===== src/rtl/mul_pkg.sv =====
// Shared definitions for the sequential schoolbook multiplier.
// Contents: FSM state enum, a constant-friendly clog2, and the width
// derivations used to size the accumulator and the digit index counters.
package mul_pkg;

    typedef enum logic [1:0] {
        IDLE = 2'd0,
        CALC = 2'd1,
        DONE = 2'd2
    } state_e;

    // Ceiling log2; clog2(1) = 0.
    function automatic int clog2(input longint value);
        int res;
        res = 0;
        while ((longint'(1) << res) < value) begin
            res = res + 1;
        end
        return res;
    endfunction

    // Accumulator width: worst-case column sum of DIGITS digit products
    // plus the carry coming in from the previous column, with one bit of margin.
    function automatic int acc_width(input int digits, input int radix);
        longint worst;
        worst = longint'(digits) * longint'(radix - 1) * longint'(radix - 1)
              + longint'(digits) * longint'(radix);
        return clog2(worst) + 1;
    endfunction

    // Index width that never collapses to zero bits (DIGITS = 1 case).
    function automatic int idx_width(input int n);
        return (n > 1) ? clog2(n) : 1;
    endfunction

endpackage


===== src/rtl/radix_divmod.sv =====
// Combinational split of a column total into (t mod RADIX, t div RADIX).
// Ports:
//   t_i    column total (accumulator + current digit product)
//   rem_o  t mod RADIX, the result digit for the column
//   quo_o  t div RADIX, the carry into the next column
module radix_divmod
    import mul_pkg::*;
#(
    parameter int RADIX = 10,
    parameter int ACC_W = 10
) (
    input  logic [ACC_W-1:0] t_i,
    output logic [ACC_W-1:0] rem_o,
    output logic [ACC_W-1:0] quo_o
);

    localparam logic [ACC_W-1:0] RADIX_W = ACC_W'(RADIX);

    generate
        if ((RADIX & (RADIX - 1)) == 0) begin : g_pow2
            // Power-of-two radix: division is a plain shift and mask.
            localparam int SH = clog2(RADIX);
            assign rem_o = t_i & (RADIX_W - ACC_W'(1));
            assign quo_o = t_i >> SH;
        end else begin : g_generic
            assign rem_o = t_i % RADIX_W;
            assign quo_o = t_i / RADIX_W;
        end
    endgenerate

endmodule


===== src/rtl/mul_seq.sv =====
// Sequential N-digit x N-digit multiplier in an arbitrary radix.
// Walks the product column by column; each column takes DIGITS cycles of
// multiply-accumulate, then its digit is split off and the remainder carried.
// Ports:
//   clk, rst_n            clock (rising edge), asynchronous active-low reset
//   in_valid / in_ready   operand handshake; in_ready only while idle
//   x, y                  operands, DIGITS digits of DW bits, digit 0 at LSBs
//   out_valid / out_ready result handshake; result held until taken
//   z                     2*DIGITS-digit product, same packing as operands
//   err                   an operand digit was >= RADIX (z forced to 0)
module mul_seq
    import mul_pkg::*;
#(
    parameter int DIGITS = 4,
    parameter int RADIX  = 10,
    parameter int DW     = 4
) (
    input  logic                   clk,
    input  logic                   rst_n,
    input  logic                   in_valid,
    output logic                   in_ready,
    input  logic [DIGITS*DW-1:0]   x,
    input  logic [DIGITS*DW-1:0]   y,
    output logic                   out_valid,
    input  logic                   out_ready,
    output logic [2*DIGITS*DW-1:0] z,
    output logic                   err
);

    localparam int ACC_W = acc_width(DIGITS, RADIX);
    localparam int IW    = idx_width(DIGITS);
    localparam int KW    = clog2(2 * DIGITS);

    state_e state_q, state_d;

    logic [DIGITS*DW-1:0]   x_q, x_d;
    logic [DIGITS*DW-1:0]   y_q, y_d;
    logic [2*DIGITS*DW-1:0] z_q, z_d;
    logic                   err_q, err_d;
    logic [ACC_W-1:0]       acc_q, acc_d;
    logic [IW-1:0]          i_q, i_d;
    logic [KW-1:0]          k_q, k_d;

    // Operand digit views and range check on the incoming operands.
    logic [DW-1:0]     x_dig [DIGITS];
    logic [DW-1:0]     y_dig [DIGITS];
    logic [DIGITS-1:0] bad_x, bad_y;

    genvar gi;
    generate
        for (gi = 0; gi < DIGITS; gi++) begin : g_dig
            assign x_dig[gi] = x_q[gi*DW +: DW];
            assign y_dig[gi] = y_q[gi*DW +: DW];
            assign bad_x[gi] = (32'(x[gi*DW +: DW]) >= 32'(RADIX));
            assign bad_y[gi] = (32'(y[gi*DW +: DW]) >= 32'(RADIX));
        end
    endgenerate

    logic operand_bad;
    logic accept;
    logic last_i, last_col, last_step;

    assign operand_bad = (|bad_x) | (|bad_y);
    assign accept      = in_valid & in_ready;
    assign last_i      = (i_q == IW'(DIGITS - 1));
    assign last_col    = (k_q == KW'(2 * DIGITS - 1));
    assign last_step   = last_i & last_col;

    // Current term x[i] * y[k-i]; zero when k-i falls outside the operand.
    logic [KW-1:0]    j_idx;
    logic             in_range;
    logic [DW-1:0]    y_sel;
    logic [ACC_W-1:0] term;
    logic [ACC_W-1:0] t_sum;
    logic [ACC_W-1:0] col_rem;
    logic [ACC_W-1:0] col_quo;

    assign j_idx    = k_q - KW'(i_q);
    assign in_range = (k_q >= KW'(i_q)) && (j_idx < KW'(DIGITS));
    assign y_sel    = y_dig[j_idx[IW-1:0]];
    assign term     = in_range ? (ACC_W'(x_dig[i_q]) * ACC_W'(y_sel)) : '0;
    assign t_sum    = acc_q + term;

    radix_divmod #(
        .RADIX (RADIX),
        .ACC_W (ACC_W)
    ) u_divmod (
        .t_i   (t_sum),
        .rem_o (col_rem),
        .quo_o (col_quo)
    );

    // FSM: state register
    always_ff @(posedge clk or negedge rst_n) begin
        if (!rst_n) begin
            state_q <= IDLE;
        end else begin
            state_q <= state_d;
        end
    end

    // FSM: next state
    always_comb begin
        state_d = state_q;
        case (state_q)
            IDLE: if (accept)    state_d = operand_bad ? DONE : CALC;
            CALC: if (last_step) state_d = DONE;
            DONE: if (out_ready) state_d = IDLE;
            default:             state_d = IDLE;
        endcase
    end

    // FSM: outputs
    always_comb begin
        in_ready  = (state_q == IDLE);
        out_valid = (state_q == DONE);
    end

    // Datapath next state
    always_comb begin
        x_d   = x_q;
        y_d   = y_q;
        z_d   = z_q;
        err_d = err_q;
        acc_d = acc_q;
        i_d   = i_q;
        k_d   = k_q;
        if (state_q == IDLE && accept) begin
            x_d   = x;
            y_d   = y;
            z_d   = '0;
            err_d = operand_bad;
            acc_d = '0;
            i_d   = '0;
            k_d   = '0;
        end else if (state_q == CALC) begin
            if (last_i) begin
                // Column complete: emit its digit, carry the rest onward.
                z_d[k_q*DW +: DW] = DW'(col_rem);
                acc_d             = col_quo;
                i_d               = '0;
                k_d               = last_col ? '0 : k_q + KW'(1);
            end else begin
                acc_d = t_sum;
                i_d   = i_q + IW'(1);
            end
        end
    end

    always_ff @(posedge clk or negedge rst_n) begin
        if (!rst_n) begin
            x_q   <= '0;
            y_q   <= '0;
            z_q   <= '0;
            err_q <= 1'b0;
            acc_q <= '0;
            i_q   <= '0;
            k_q   <= '0;
        end else begin
            x_q   <= x_d;
            y_q   <= y_d;
            z_q   <= z_d;
            err_q <= err_d;
            acc_q <= acc_d;
            i_q   <= i_d;
            k_q   <= k_d;
        end
    end

    assign z   = z_q;
    assign err = err_q;

endmodule


===== config.mk =====
export PLATFORM = sky130hd
export DESIGN_NAME = mul_seq
export DESIGN_NICKNAME = d
export VERILOG_FILES = /design/src/rtl/mul_pkg.sv /design/src/rtl/radix_divmod.sv /design/src/rtl/mul_seq.sv
export SDC_FILE = /design/constraint.sdc
export NUM_CORES = 1
export LEC_CHECK = 0
export ABC_AREA = 1
export CAP_MARGIN = 20
export CORE_ASPECT_RATIO = 1.1
export CORE_MARGIN = 5
export CORE_UTILIZATION = 28
export CTS_BUF_LIST = sky130_fd_sc_hd__clkbuf_4
export CTS_CLUSTER_SIZE = 25
export DETAILED_ROUTE_END_ITERATION = 16
export GPL_ROUTABILITY_DRIVEN = 1
export PLACE_DENSITY_LB_ADDON = 0.12
export SYNTH_ARGS = -nofsm -noshare
export SYNTH_HDL_FRONTEND = slang
export SYNTH_SLANG_ARGS = --single-unit
export TNS_END_PERCENT = 10

===== constraint.sdc =====
create_clock -name clk -period 6.9 [get_ports clk]
set_clock_uncertainty 0.05 [all_clocks]
set_input_delay 1.035 -clock clk [delete_from_list [all_inputs] [get_ports clk]]
set_output_delay 1.035 -clock clk [all_outputs]
set_load 0.02 [all_outputs]

Yosys cells after proc, flatten, opt, wreduce, memory -nomap -nowiden
Cells that the tools add are included.
- shift operators: 2
- $lt $le $gt $ge: 12
- bitwise logic cells: 5
- multiply operators: 1
- reduce and logical (&&, ||, !) cells: 9
- add/subtract/negate cells: 5
- divide/modulo/power cells: 2
- equal/unequal tests: 7
- mux-type cells: 26
- operators with widths (operator ; number):
    32-bit 2-to-1 mux ; 3
    5-bit negator with 34-bit output ; 1
    4-bit by 34-bit variable shift with 32-bit output (first input constant) ; 1
    4-bit by 34-bit indexed part select with 32-bit output ; 1
    32-bit bitwise mux ; 1
    4-bit greater-or-equal comparator (second input constant) ; 8
    10-bit 2-to-1 mux ; 3
    4-bit binary-select mux with 2-bit select ; 2
    4-bit 2-to-1 mux ; 4
    2-bit 2-to-1 mux ; 7
    3-bit 2-to-1 mux ; 4
    10-bit by 8-bit adder with 10-bit output ; 1
    10-bit by 4-bit divider with 10-bit output (second input constant) ; 1
    10-bit by 4-bit modulo with 10-bit output (second input constant) ; 1
    4-bit by 4-bit multiplier with 8-bit output ; 1
    8-bit 2-to-1 mux ; 1
    4-bit OR reduction ; 2
    3-bit greater-or-equal comparator (second input constant) ; 2
    2-bit inverter with 3-bit output ; 2
    2-bit case mux with 3 select lines ; 1
    2-bit == test (second input constant) ; 2
    2-bit by 1-bit inequality test with 1-bit output (second input constant) ; 2
    2-bit nonzero test ; 2
    3-bit by 1-bit adder with 3-bit output (second input constant) ; 1
    13 further kinds ; 15
- output and inout bits: 35
- bits in registers: 82
- bits of input ports: 36
- logic and storage cells: 77

Depth between registers and ports, before layout
- depth in word-level cells: 14
- mapped depth: 59
- depth with buffers taken out: 59

Cells and area by module
Synthesis repeated with hierarchy kept, for this count alone.
- cells, all modules: 774
- area total of the unflattened synthesis: 5669.2 µm²
- modules (own cells, without submodules) (module ; seq. area each (µm²) ; times used ; cells each ; area each (µm²)):
    mul_seq ; 2052.0 ; 1 ; 643 ; 4934.7
    radix_divmod ; 0.0 ; 1 ; 131 ; 734.5

Worst setup path before layout
No wires, ideal clock.
- path type: register to register
- start point: register k_q[0]
- end point: register z_q[18] (netlist: z[18])
- data arrival time: 7293 ps
- buffers on the path: 0
- setup time: 77 ps
- path slack: -520 ps
- data required time: 6773 ps
- stages on the path, launching flop included: 55
- clock period less this slack: 7420 ps
- path through: dfrtp_1 inv_1 ha_1 inv_1 fa_1 inv_1 a21oi_1 a32o_1 or2_2 fa_1 inv_1 fa_1 ha_1 a21oi_1 inv_1 a31oi_1 nor2_1 nor2_1 [19 not listed] nand2_1 nand3_1 nand2_2 nand2_2 nand2_4 nand2_4 nand2_1 nand2_1 inv_2 nand2_1 nand2_1 nand2_1 nand2_1 inv_1 ha_1 o21ai_4 nand2_1 o21ai_1
- word-level cells in the longest chain between the ends: 14
- elaborated cells on any way between the ends: 19
- those cells by class: add/sub (3); mul (1); div (1); order compare (2); shift (2); mux (8); bitwise (1); reduce/logical (1)
- RTL lines (item ; line ; text):
    start, declared ; mul_seq.sv:42 ; logic [KW-1:0] k_q, k_d;
    start signal, assigned ; mul_seq.sv:166 ; k_q <= k_d;
    3-bit by 2-bit subtractor with 3-bit output ; mul_seq.sv:78 ; assign j_idx = k_q - KW'(i_q);
    2-bit inverter with 3-bit output (not written as such) ; mul_seq.sv:80 ; assign y_sel = y_dig[j_idx[IW-1:0]];
    4-bit binary-select mux with 2-bit select ; mul_seq.sv:80 ;
    4-bit 2-to-1 mux (not written as such) (2 in series) ; mul_seq.sv:80 ;
    4-bit by 4-bit multiplier with 8-bit output ; mul_seq.sv:81 ; assign term = in_range ? (ACC_W'(x_dig[i_q]) * ACC_W'(y_sel)) : '0;
    8-bit 2-to-1 mux ; mul_seq.sv:81 ;
    10-bit by 8-bit adder with 10-bit output ; mul_seq.sv:82 ; assign t_sum = acc_q + term;
    10-bit by 4-bit modulo with 10-bit output ; radix_divmod.sv:26 ; assign rem_o = t_i % RADIX_W;
    4-bit by 34-bit indexed part select with 32-bit output ; mul_seq.sv:139 ; z_d[k_q*DW +: DW] = DW'(col_rem);
    32-bit bitwise mux (*) ; mul_seq.sv:139 ;
    32-bit 2-to-1 mux (*) ; mul_seq.sv:137 ; if (last_i) begin
    32-bit 2-to-1 mux (*) ; mul_seq.sv:136 ; end else if (state_q == CALC) begin
    32-bit 2-to-1 mux (*) ; mul_seq.sv:128 ; if (state_q == IDLE && accept) begin
    end signal, assigned ; mul_seq.sv:162 ; z_q <= z_d;
    end, declared ; mul_seq.sv:38 ; logic [2*DIGITS*DW-1:0] z_q, z_d;
Every way passes the cells marked *; elsewhere a longest branch is shown, timed or not. The select of a mux whose other input is x is not followed.
A chain may end at the register's enable or synchronous reset.

Worst setup path in the final report
Ends and elaborated chain as after synthesis.

==> impl_metrics.env <==
export IMPL_cts_made_buffers=9
export IMPL_grt_pass1_vias=5053
export IMPL_p_per_area_mw_per_mm2=577
export IMPL_drv_cap=0
export IMPL_ios=71
export IMPL_path_buf_inv=10
export IMPL_antenna_found_initial=1
export IMPL_vias=5018
export IMPL_pre_cts_ws_ns=-0.626
export IMPL_yosysSeqAreaShare_pct=38.8
export IMPL_pwr_share_comb_pct=76.2
export IMPL_p_switching_uw=2120
export IMPL_die_area_sq_mm=0.0218
export IMPL_grt_ovfl_total=0
export IMPL_grt_start_max_net_pins=83
export IMPL_placed_cell_area_sq_mm=0.00666
export IMPL_slew_headroom_pct=42.5
export IMPL_p_sw_share_pct=50.8
export IMPL_layout_common_cells="nand2_1, dfrtp_1, inv_1"
export IMPL_wl_mm=14.4
export IMPL_syn_area_sq_mm=0.00529
export IMPL_ys_flop_type="dfrtp_1"
export IMPL_drcViolationCount=0
export IMPL_clock_latency_ns=0.48
export IMPL_ys_warn_count=0
export IMPL_ys_async_sr_fraction_pct=100
export IMPL_post_dp_hpwl_mm=10.8
export IMPL_synth_seq_cells=82
export IMPL_drtIter0Drc=192
export IMPL_seq_power_share_pct=15.2
export IMPL_crit_arrival_ns=7.90
export IMPL_synthesis_nets=785
export IMPL_synth_top_area_share_pct=38.8
export IMPL_r2r_start="k_q[0]$_DFFE_PN0P_"
export IMPL_synth_area_leader_cell="dfrtp_1"
export IMPL_fmax_mhz=133
export IMPL_synthDistinctLibCells=40
export IMPL_power_total_uw=4180
export IMPL_clockPowerShare_pct=8.6
export IMPL_netlist_instances=712
export IMPL_syn_avg_cell_area_sq_um=7.43
export IMPL_whs_ns=0.396
export IMPL_area_growth_pct=36.8
export IMPL_first_pass_iters=4
export IMPL_crit_family="simple AND/OR/NAND/NOR gates"
export IMPL_drv_slew=0
export IMPL_worst_slew_pin_transition_ns=0.855
export IMPL_core_area_sq_mm=0.0185
export IMPL_drive_above_1_share_pct=21.9
export IMPL_place_inst=1055
export IMPL_finalSetupViolations=26
export IMPL_fin_nets=912
export IMPL_intPower_uw=2050
export IMPL_port_buffers=70
export IMPL_finish_instance_area_sq_mm=0.00724
export IMPL_clkSinkCount=82
export IMPL_reg2reg_to="z[18]$_DFFE_PN0P_"
export IMPL_worstSetupPathType="flip-flop to flip-flop"
export IMPL_synth_top_cells_by_area="dfrtp_1, nand2_1, ha_1"
export IMPL_root_buffer="clkbuf_4"
export IMPL_critical_path_required_ns=7.28
export IMPL_hold_viol=0
export IMPL_cts_tree="done"
export IMPL_max_stage_delay_ns=0.55
export IMPL_start_util_pct=28.6
export IMPL_endpoint_kind="flip-flop"
export IMPL_post_route_period_util_pct=109
export IMPL_worst_setup_path_start_kind="flip-flop"
export IMPL_synth_edf_count=0
export IMPL_final_common_cell="nand2_1"
export IMPL_violations="setup timing"
export IMPL_die_w_um=141
export IMPL_fp_row_count=52
export IMPL_status="finished, violations left"
export IMPL_final_setup_worst_slack_ns=-0.626
export IMPL_cts_clk_slew_worst_paths_ns=0.16
export IMPL_grt_pass1_wl_mm=24.1
export IMPL_postRouteAntennaNets=0
export IMPL_cpMostUsedCell="nand2_2"
export IMPL_wl_per_cell_um=13.3
export IMPL_avgViaCountPerCell=4.61
export IMPL_rsz0062_at_grt="yes"
export IMPL_finalWeightedCongestion=0.852
export IMPL_worstPathMaxFanout=8
export IMPL_cts_htree_levels=3
export IMPL_finalNonFillerCells=1088
export IMPL_fin_crit_ns=7.53
export IMPL_crit_path_top_delay_cell="fa_1"
export IMPL_reg2reg_slack_ns=-0.63
export IMPL_clk_path_buf_depth=2
export IMPL_ir_worst_vdd_uv=532
export IMPL_hold_path_class="input port to async pin"
export IMPL_power_leakage_uw=0.00359
export IMPL_die_h_um=154
export IMPL_r2r_cells=55
export IMPL_grtUsageTotal_pct=13.3
power by group through the flow:
stage	Sequential [uW]	Combinational, uW	Clock [uW]
floorplan	624	1870	0
global placement	645	2660	0
detailed placement	645	2700	0
CTS	637	3010	377
global route	649	3530	387
finish	637	3180	358
metrics by stage:
stage	utilization [%]	TNS [ns]
after floorplan	-	-1.51
after CTS	37.9	-9.15
after global placement	36.0	-8.42
after global routing	39.2	-26.35
final	39.2	-13.34
after detailed placement	36.0	-13.59
state kept, by name (all words and copies together), names as in the netlist:
name and count:
err 1, y_q 16, acc_q 10, k_q 3, state_q 2, x_q 16, z 32, i_q 2
per-layer routing:
layer  vias up  wire length [um]  global-route usage, %
met5         -                 0                      0
met4         0               228                   4.29
met3        14               534                   2.32
met2        93              7080                   23.0
met1      2336              6600                   16.9
li1       2575                 -                      -
cell type report:
class / count / area (sq um)
diodes: 1 / 2.50
clock buffers: 9 / 67.6
clock inverters: 7 / 108
fillers: 1945 / 11200
inverters: 106 / 400
multi-input cells: 510 / 3130
flip-flops and latches: 82 / 2050
well taps: 243 / 304
repair buffers: 130 / 1180
repair_timing:
item | in CTS | in global routing
buffers inserted | 9 | 6
setup endpoints to repair | 26 | 27
hold buffers | 0 | 0
resized for setup | 29 | 47
pin swaps | 23 | 49
kinds of logic (layout without fill, tap and decap cells):
family	Yosys count	in the layout	share of synthesized area (%)
xor gates and xnor gates	6	6	1.35
buffers and inverters	120	252	8.51
and+or+nand+nor	365	365	30.1
adders and majority gates	37	37	9.60
other	0	1	0
AOI/OAI and AO/OA	102	102	11.7
DFF	82	82	38.8
synthesized netlist by cell type, drive strengths merged, types with 2 or more instances:
| cell type | n |
|---|---|
| a21oi | 24 |
| a31oi | 2 |
| a32o | 10 |
| clkbuf | 13 |
| clkinv | 5 |
| dfrtp | 82 |
| fa | 6 |
| ha | 31 |
| inv | 101 |
| nand2 | 231 |
| nand3 | 46 |
| nand4 | 21 |
| nor2 | 47 |
| nor3 | 9 |
| nor3b | 3 |
| nor4 | 3 |
| o211ai | 5 |
| o21ai | 50 |
| o221ai | 3 |
| o22ai | 2 |
| or2 | 4 |
| xor2 | 5 |
how the worst max path moves through the flow:
| stage | startpoint | to | slack (ns) | cells past startpoint |
|---|---|---|---|---|
| final | k_q[0]$_DFFE_PN0P_ | z[18]$_DFFE_PN0P_ | -0.63 | 55 |
| after global routing | k_q[0]$_DFFE_PN0P_ | z[18]$_DFFE_PN0P_ | -1.10 | 53 |
| after CTS | k_q[0]$_DFFE_PN0P_ | z[18]$_DFFE_PN0P_ | -0.45 | 53 |
| after detailed placement | k_q[0]$_DFFE_PN0P_ | z[18]$_DFFE_PN0P_ | -0.63 | 51 |
| after global placement | k_q[0]$_DFFE_PN0P_ | z[14]$_DFFE_PN0P_ | -0.42 | 50 |
| after floorplan | k_q[0]$_DFFE_PN0P_ | z[30]$_DFFE_PN0P_ | -0.11 | 51 |
worst register-to-register path, delay by kind of cell, from the launching register on:
| family | cells | cell delay [ns] |
|---|---|---|
| compound gates | 9 | 1.46 |
| simple gates | 29 | 2.51 |
| flops | 1 | 0.43 |
| buf+inv | 10 | 0.69 |
| fa+ha+maj | 7 | 2.36 |
No activity file was read; power rests on OpenSTA's default activity.
